`src/rtl/pipe_add_sub_w.sv`:
```
// Pipelined WIDTH-bit add/subtract that adds one CHUNK-bit slice per stage and registers the carry between stages.
// Optional out_zero flag when PIPE_ADD_SUB_ZERO_DET_EN is defined.
module pipe_add_sub_w #(
  parameter int WIDTH = 128,
  parameter int CHUNK = 24
) (
  input  logic             clk,
  input  logic             rst,
  input  logic             in_valid,
  output logic             in_ready,
  input  logic [WIDTH-1:0] in_a,
  input  logic [WIDTH-1:0] in_b,
  input  logic             in_sub,
  input  logic             in_cin,
  output logic             out_valid,
  input  logic             out_ready,
  output logic [WIDTH-1:0] out_sum,
  output logic             out_cout,
  output logic             out_ovf
`ifdef PIPE_ADD_SUB_ZERO_DET_EN
  ,
  output logic             out_zero
`endif
);

  localparam int STAGES = (WIDTH + CHUNK - 1) / CHUNK;

  logic advance;

  // One stall signal freezes every stage, so beats and bubbles keep their spacing.
  assign advance  = !out_valid || out_ready;
  assign in_ready = advance;

  genvar gi;
  for (gi = 0; gi < STAGES; gi++) begin : st
    localparam int LO = gi * CHUNK;
    localparam int HI = (LO + CHUNK > WIDTH) ? WIDTH - 1 : LO + CHUNK - 1;
    localparam int SW = HI - LO + 1;

    logic             valid_reg;
    logic             carry_reg;
    logic [HI:0]      sum_reg;
    logic             src_valid;
    logic             src_carry;
    logic [WIDTH-1:LO] a_src;
    logic [WIDTH-1:LO] b_src;
    logic [HI:0]      sum_next;
    logic [SW-1:0]    slice_sum;
    logic             slice_cout;
`ifdef PIPE_ADD_SUB_ZERO_DET_EN
    logic             zero_reg;
    logic             src_zero;
`endif

    if (gi == 0) begin : g_in
      // Subtraction is A + ~B + !borrow; the inversion happens once, here.
      assign src_valid = in_valid;
      assign a_src     = in_a;
      assign b_src     = in_sub ? ~in_b : in_b;
      assign src_carry = in_sub ? ~in_cin : in_cin;
      assign sum_next  = slice_sum;
`ifdef PIPE_ADD_SUB_ZERO_DET_EN
      assign src_zero  = 1'b1;
`endif
    end else begin : g_chain
      assign src_valid = st[gi-1].valid_reg;
      assign a_src     = st[gi-1].g_skew.a_reg;
      assign b_src     = st[gi-1].g_skew.b_reg;
      assign src_carry = st[gi-1].carry_reg;
      assign sum_next  = {slice_sum, st[gi-1].sum_reg};
`ifdef PIPE_ADD_SUB_ZERO_DET_EN
      assign src_zero  = st[gi-1].zero_reg;
`endif
    end

    assign {slice_cout, slice_sum} = {1'b0, a_src[HI:LO]} + {1'b0, b_src[HI:LO]}
                                   + {{SW{1'b0}}, src_carry};

    always_ff @(posedge clk) begin
      if (rst) begin
        valid_reg <= 1'b0;
        carry_reg <= 1'b0;
        sum_reg   <= '0;
      end else if (advance) begin
        valid_reg <= src_valid;
        carry_reg <= slice_cout;
        sum_reg   <= sum_next;
      end
    end

`ifdef PIPE_ADD_SUB_ZERO_DET_EN
    always_ff @(posedge clk) begin
      if (rst) begin
        zero_reg <= 1'b0;
      end else if (advance) begin
        zero_reg <= src_zero && (slice_sum == '0);
      end
    end
`endif

    if (gi < STAGES - 1) begin : g_skew
      // Only the operand slices still to be added travel onward.
      logic [WIDTH-1:HI+1] a_reg;
      logic [WIDTH-1:HI+1] b_reg;
      always_ff @(posedge clk) begin
        if (rst) begin
          a_reg <= '0;
          b_reg <= '0;
        end else if (advance) begin
          a_reg <= a_src[WIDTH-1:HI+1];
          b_reg <= b_src[WIDTH-1:HI+1];
        end
      end
    end else begin : g_last
      // Carry-in XOR carry-out of the MSB, expressed via operand and result signs.
      logic ovf_reg;
      always_ff @(posedge clk) begin
        if (rst) begin
          ovf_reg <= 1'b0;
        end else if (advance) begin
          ovf_reg <= (a_src[WIDTH-1] == b_src[WIDTH-1]) && (slice_sum[SW-1] != a_src[WIDTH-1]);
        end
      end
    end
  end

  assign out_valid = st[STAGES-1].valid_reg;
  assign out_sum   = st[STAGES-1].sum_reg;
  assign out_cout  = st[STAGES-1].carry_reg;
  assign out_ovf   = st[STAGES-1].g_last.ovf_reg;
`ifdef PIPE_ADD_SUB_ZERO_DET_EN
  assign out_zero  = st[STAGES-1].zero_reg;
`endif

endmodule

```
`config.mk`:
```
export PLATFORM = sky130hd
export DESIGN_NAME = pipe_add_sub_w
export DESIGN_NICKNAME = d
export VERILOG_FILES = /design/src/rtl/pipe_add_sub_w.sv
export SDC_FILE = /design/constraint.sdc
export NUM_CORES = 2
export LEC_CHECK = 0
export CAP_MARGIN = 20
export CORE_MARGIN = 10
export CORE_UTILIZATION = 45
export CTS_CLUSTER_SIZE = 16
export DETAILED_ROUTE_END_ITERATION = 10
export PLACE_DENSITY = 0.67
export SLEW_MARGIN = 20
export SYNTH_ARGS = -nofsm -noshare
export SYNTH_HDL_FRONTEND = slang
export SYNTH_SLANG_ARGS = --single-unit
```
`constraint.sdc`:
```
create_clock -name clk -period 3.7 [get_ports clk]
set_clock_uncertainty 0.2 [all_clocks]
set_input_delay 0.37 -clock clk [delete_from_list [all_inputs] [get_ports clk]]
set_output_delay 0.37 -clock clk [all_outputs]
set_load 0.005 [all_outputs]
```
Word-level counts from Yosys, hierarchy flattened
Index checks and enable logic that the tools add are counted.
{"block": "op_classes", "add_sub_neg": 12, "eq_ne": 2, "n_mux": 2, "bitwise": 2, "n_reduce_logical": 3}
{"op": "two-way mux 128 bit", "n": 1}
{"op": "inverter 128 bit", "n": 1}
{"op": "adder 24 x 24 -> 25 bit", "n": 5}
{"op": "adder 25 x 1 -> 25 bit", "n": 5}
{"op": "adder 8 x 8 -> 9 bit", "n": 1}
{"op": "adder 9 x 1 -> 9 bit", "n": 1}
{"op": "== test 1 bit", "n": 1}
{"op": "logical AND 1 bit", "n": 1}
{"op": "zero test 1 bit", "n": 1}
{"op": "logical OR 1 bit", "n": 1}
{"op": "two-way mux 1 bit", "n": 1}
{"op": "inequality test 1 bit", "n": 1}
{"op": "inverter 1 bit", "n": 1}
{"block": "totals", "ff_bits": 1061, "in_bits": 262, "output_inout_bits": 132, "elab_cells": 50}

Logic depth before layout (Yosys ltp)
{"block": "logic_depth", "word_depth": 4, "ltp_mapped": 14, "mapped_depth_nobuf": 12}

Least setup slack after synthesis
OpenSTA, ideal clock, no wires.
{"block": "synth_path", "path_type": "input port to flip-flop", "from": "input in_sub", "to": "register st[0].carry_reg", "setup_time_ns": 0.133, "t_arrival_ns": 3.463, "setup_slack_ns": -0.096, "path_stages": 14, "cell_sequence": "clkbuf_1 clkbuf_1 buf_1 xor2_1 ha_1 clkbuf_1 a21oi_1 o21ai_0 a221o_1 a41oi_2 o21a_1 o21ai_1 a2111oi_0 nor4_1"}
{"block": "synth_via", "elab_chain_len": 3, "word_cells_on_any_way": 4}
{"item": "start: declaration", "line_no": "13", "rtl": "input logic in_sub,"}
{"item": "two-way mux 128 bit", "line_no": "59", "rtl": "assign b_src = in_sub ? ~in_b : in_b;"}
{"item": "adder 24 x 24 -> 25 bit", "line_no": "76", "rtl": "assign {slice_cout, slice_sum} = {1'b0, a_src[HI:LO]} + {1'b0, b_src[HI:LO]}"}
{"item": "adder 25 x 1 -> 25 bit *", "line_no": "77", "rtl": "+ {{SW{1'b0}}, src_carry};"}
{"item": "end signal: assignment", "line_no": "86", "rtl": "carry_reg <= slice_cout;"}
{"item": "end: declaration", "line_no": "41", "rtl": "logic carry_reg;"}
Mark *: on every way between the ends. The rest lies on a longest branch, timed or not.
A chain may end at the register's enable or synchronous reset.

Final worst setup path
{"block": "layout_path", "from": "register st[3].carry_reg", "to": "register st[4].sum_reg[118]"}
{"block": "layout_via", "elab_chain_len": 1}
{"item": "start: declaration", "line_no": "41"}
{"item": "start signal: assignment", "line_no": "86"}
{"item": "adder 25 x 1 -> 25 bit", "line_no": "77"}
{"item": "end signal: assignment", "line_no": "87", "rtl": "sum_reg <= sum_next;"}
{"item": "end: declaration", "line_no": "42", "rtl": "logic [HI:0] sum_reg;"}
No other way between the ends.

==> results.json <==
{
  "crit_required_ps": 4070,
  "pwr_density_cell_mw_per_mm2": 499,
  "reg2regPathDepth": 11,
  "r2r-start": "st[3].carry_reg",
  "cts_max_level": 3,
  "ys_ff_latch": 1061,
  "max-slew-margin-rel": 0.320,
  "final_max_slew_viol_count": 0,
  "grt_pass1_wl_microns": 179000,
  "drt-pass1-iter-count": 5,
  "num-nets-final": 6041,
  "grtUsageTotal": 0.198,
  "design.core.area_sq_mm": 0.0949,
  "yosysSeqAreaShare": 0.495,
  "antenna_found_initial": 8,
  "synth_top_family_by_area": "simple AND/OR/NAND/NOR gates",
  "rsz0062_at_grt": "false",
  "ys_warn_count": 0,
  "grt_max_degree": 223,
  "finalSetupViolations": 0,
  "min_period_ps": 3200,
  "power_mw": 26.0,
  "cp_max_fo": 5,
  "drive_gt1_frac": 0.0466,
  "dp.final_hpwl_microns": 74700,
  "vias": 35700,
  "timing.max_cap.violations": 0,
  "grt_pass1_vias": 33700,
  "yosys.area.top_type": "dfxtp_1",
  "syn_nets": 5819,
  "port_buffers": 393,
  "netlist_area_sq_mm": 0.0429,
  "synthAdderAreaFrac": 0.0411,
  "post-route-period-util": 0.865,
  "layout.cells.non_filler": 6999,
  "postCtsHoldBufs": 37,
  "largest_reg_flops": 360,
  "gp_congestion": 0.882,
  "worstSetupStartpointType": "flop",
  "routedWlPerCell_microns": 15.9,
  "numCtsBuffers": 110,
  "critPathCaptureType": "flop",
  "cts.clk_slew.worst_paths_ps": 60,
  "leakage_nw": 19.7,
  "synth_edf_count": 0,
  "fillers": 8980,
  "synth_xor_xnor_area_share": 0.0451,
  "peakVddDrop_mv": 0.342,
  "syn2layout_area_growth_pct": 21.3,
  "worstPathArrival_ps": 3570,
  "synth-compound-area-share": 0.184,
  "viasPerCell": 5.11,
  "path_class": "reg2reg",
  "post-cts-setup-buffers": 0,
  "die_area_sq_mm": 0.108,
  "worst_pin_slew_ps": 1020,
  "synth_cell_types": 69,
  "dp.cells": 6761,
  "cp-endpoint": "st[4].sum_reg[118]",
  "worstHoldPathCells": 3,
  "fmax_ghz": 0.312,
  "grt_overflow": 0,
  "drt_wl_total_microns": 111000,
  "hold_class": "in2reg",
  "async_reset_ff_frac": 0,
  "synth.area.top_cells": "dfxtp_1, nand2_1, a21oi_1",
  "initialDrtViolationCount": 2750,
  "synthCells": 5423,
  "rows": 113,
  "synth.top_cell.area_share": 0.495,
  "status": "finished, final reports clean",
  "die_w_microns": 329,
  "clock_latency_ps": 700,
  "die_h_microns": 329,
  "synthSimpleGateAreaFrac": 0.198,
  "syn_avg_cell_area_sq_um": 7.92,
  "synthMuxAreaShare": 0.000233,
  "cts_tree": "done",
  "r2r_end": "st[4].sum_reg[118]",
  "ctsLongestPathBuffers": 3,
  "hold_viol": 0,
  "antenna_left": 0,
  "clock-root-buffer": "clkbuf_16",
  "crit_start": "st[3].carry_reg",
  "synth-main-ff-cell": "dfxtp_1",
  "initial_core_util": 0.453,
  "rrSetupSlack_ps": 500,
  "io_pins": 394,
  "cts.sinks": 1061,
  "cts_resized": 0,
  "drc": 0
}
==> where the power goes <==
part	leakage [nW]	internal [mW]	switching (mW)
sequential	8.68	12.0	0.295
combinational	9.06	1.01	1.11
clock	1.93	6.96	4.64
total	19.7	19.9	6.05
==> cell usage after synthesis (6+ instances only) <==
cell type and count:
o21ai_0 113, o21bai_1 9, o211ai_1 10, a21oi_1 968
xnor2_1 152, and3_1 15, nand2b_1 10, o21a_1 20
nand4_1 13, buf_1 11, dfxtp_1 1061, clkbuf_1 369
xor2_1 69, nor3_1 13, nand3_1 26, o31ai_1 10
a31oi_1 22, ha_1 122, or3_1 6, inv_1 44
a211o_1 8, and2_1 8, a21o_1 52, nand2_1 1855
fa_1 12, nor2_1 196, nor2b_1 13, a211oi_1 137
==> critical path: stages (launching register included) <==
cell and delay (ps):
dfxtp_1 370, fa_1 240, inv_1 70, fa_1 380
and2b_1 250, o31a_2 170, o31ai_2 100, o32ai_1 570
a21oi_1 210, o31ai_1 300, xnor2_1 140, o21ai_0 80
==> cells by family (layout without fill, tap and decap cells) <==
logic type / count (synthesis) / in the layout
simple gates: 2179 / 2179
fa+ha+maj: 134 / 134
compound gates: 1402 / 1402
buf+inv: 425 / 735
flops: 1061 / 1061
xor+xnor: 221 / 221
mux: 1 / 1
other cells: 0 / 1
==> layout by cell type, fill, tap and decap left out, drive strengths merged, types with 8 or more instances in the layout <==
master / n
a211o: 8
a211oi: 137
a21o: 52
a21oi: 968
a31oi: 22
and2: 8
and3: 16
buf: 61
bufinv: 11
clkbuf: 155
clkdlybuf4s50: 391
clkinv: 30
dfxtp: 1061
dlygate4sd3: 37
fa: 12
ha: 122
inv: 48
nand2: 1855
nand2b: 10
nand3: 26
nand4: 13
nor2: 196
nor2b: 13
nor3: 13
o211ai: 10
o21a: 20
o21ai: 118
o21bai: 9
o31ai: 11
xnor2: 152
xor2: 69
==> per-stage QoR <==
step / worst slack (ps) / setup TNS, ps / util / hold slack (ps) / instance area [sq um]
3_3_place_gp: -2.56 / -2.56 / 0.504 / 236 / 47800
6_report: 499 / 0 / 0.549 / 46.0 / 52100
2_1_floorplan: 70.3 / 0 / - / 225 / 42900
5_1_grt: 293 / 0 / 0.549 / 28.6 / 52100
4_1_cts: 497 / 0 / 0.549 / 1.07 / 52100
3_5_place_dp: -47.0 / -47.0 / 0.504 / 242 / 47800
==> worst min path at each step <==
stage,endpoint,slack (ps),from
floorplan,st[0].sum_reg[11],220,st[0].sum_reg[11]
global placement,st[3].sum_reg[95],240,st[3].sum_reg[95]
detailed placement,st[1].sum_reg[43],240,st[1].sum_reg[43]
CTS,st[0].g_skew.a_reg[57],1,in_a[57]
global route,st[0].g_skew.a_reg[67],30,in_a[67]
finish,st[0].g_skew.a_reg[57],50,in_a[57]
==> metal layers <==
metal / global-route usage / share of wire
met5: 0 / 0.00068
met4: 0.0527 / 0.024
met3: 0.0445 / 0.057
met2: 0.307 / 0.44
met1: 0.274 / 0.48
==> layout make-up <==
cell class	count	area [sq um]	area share
multi-input cells	3937	20100	0.386
diodes	1	2.50	0.0000480
clock inverters	46	598	0.0115
clock buffers	154	3280	0.0630
repair buffers	490	5090	0.0977
flip-flops and latches	1061	21200	0.408
well taps	1265	1580	0.0304
inverters	45	176	0.00339
(Power assumes the default switching activity.)
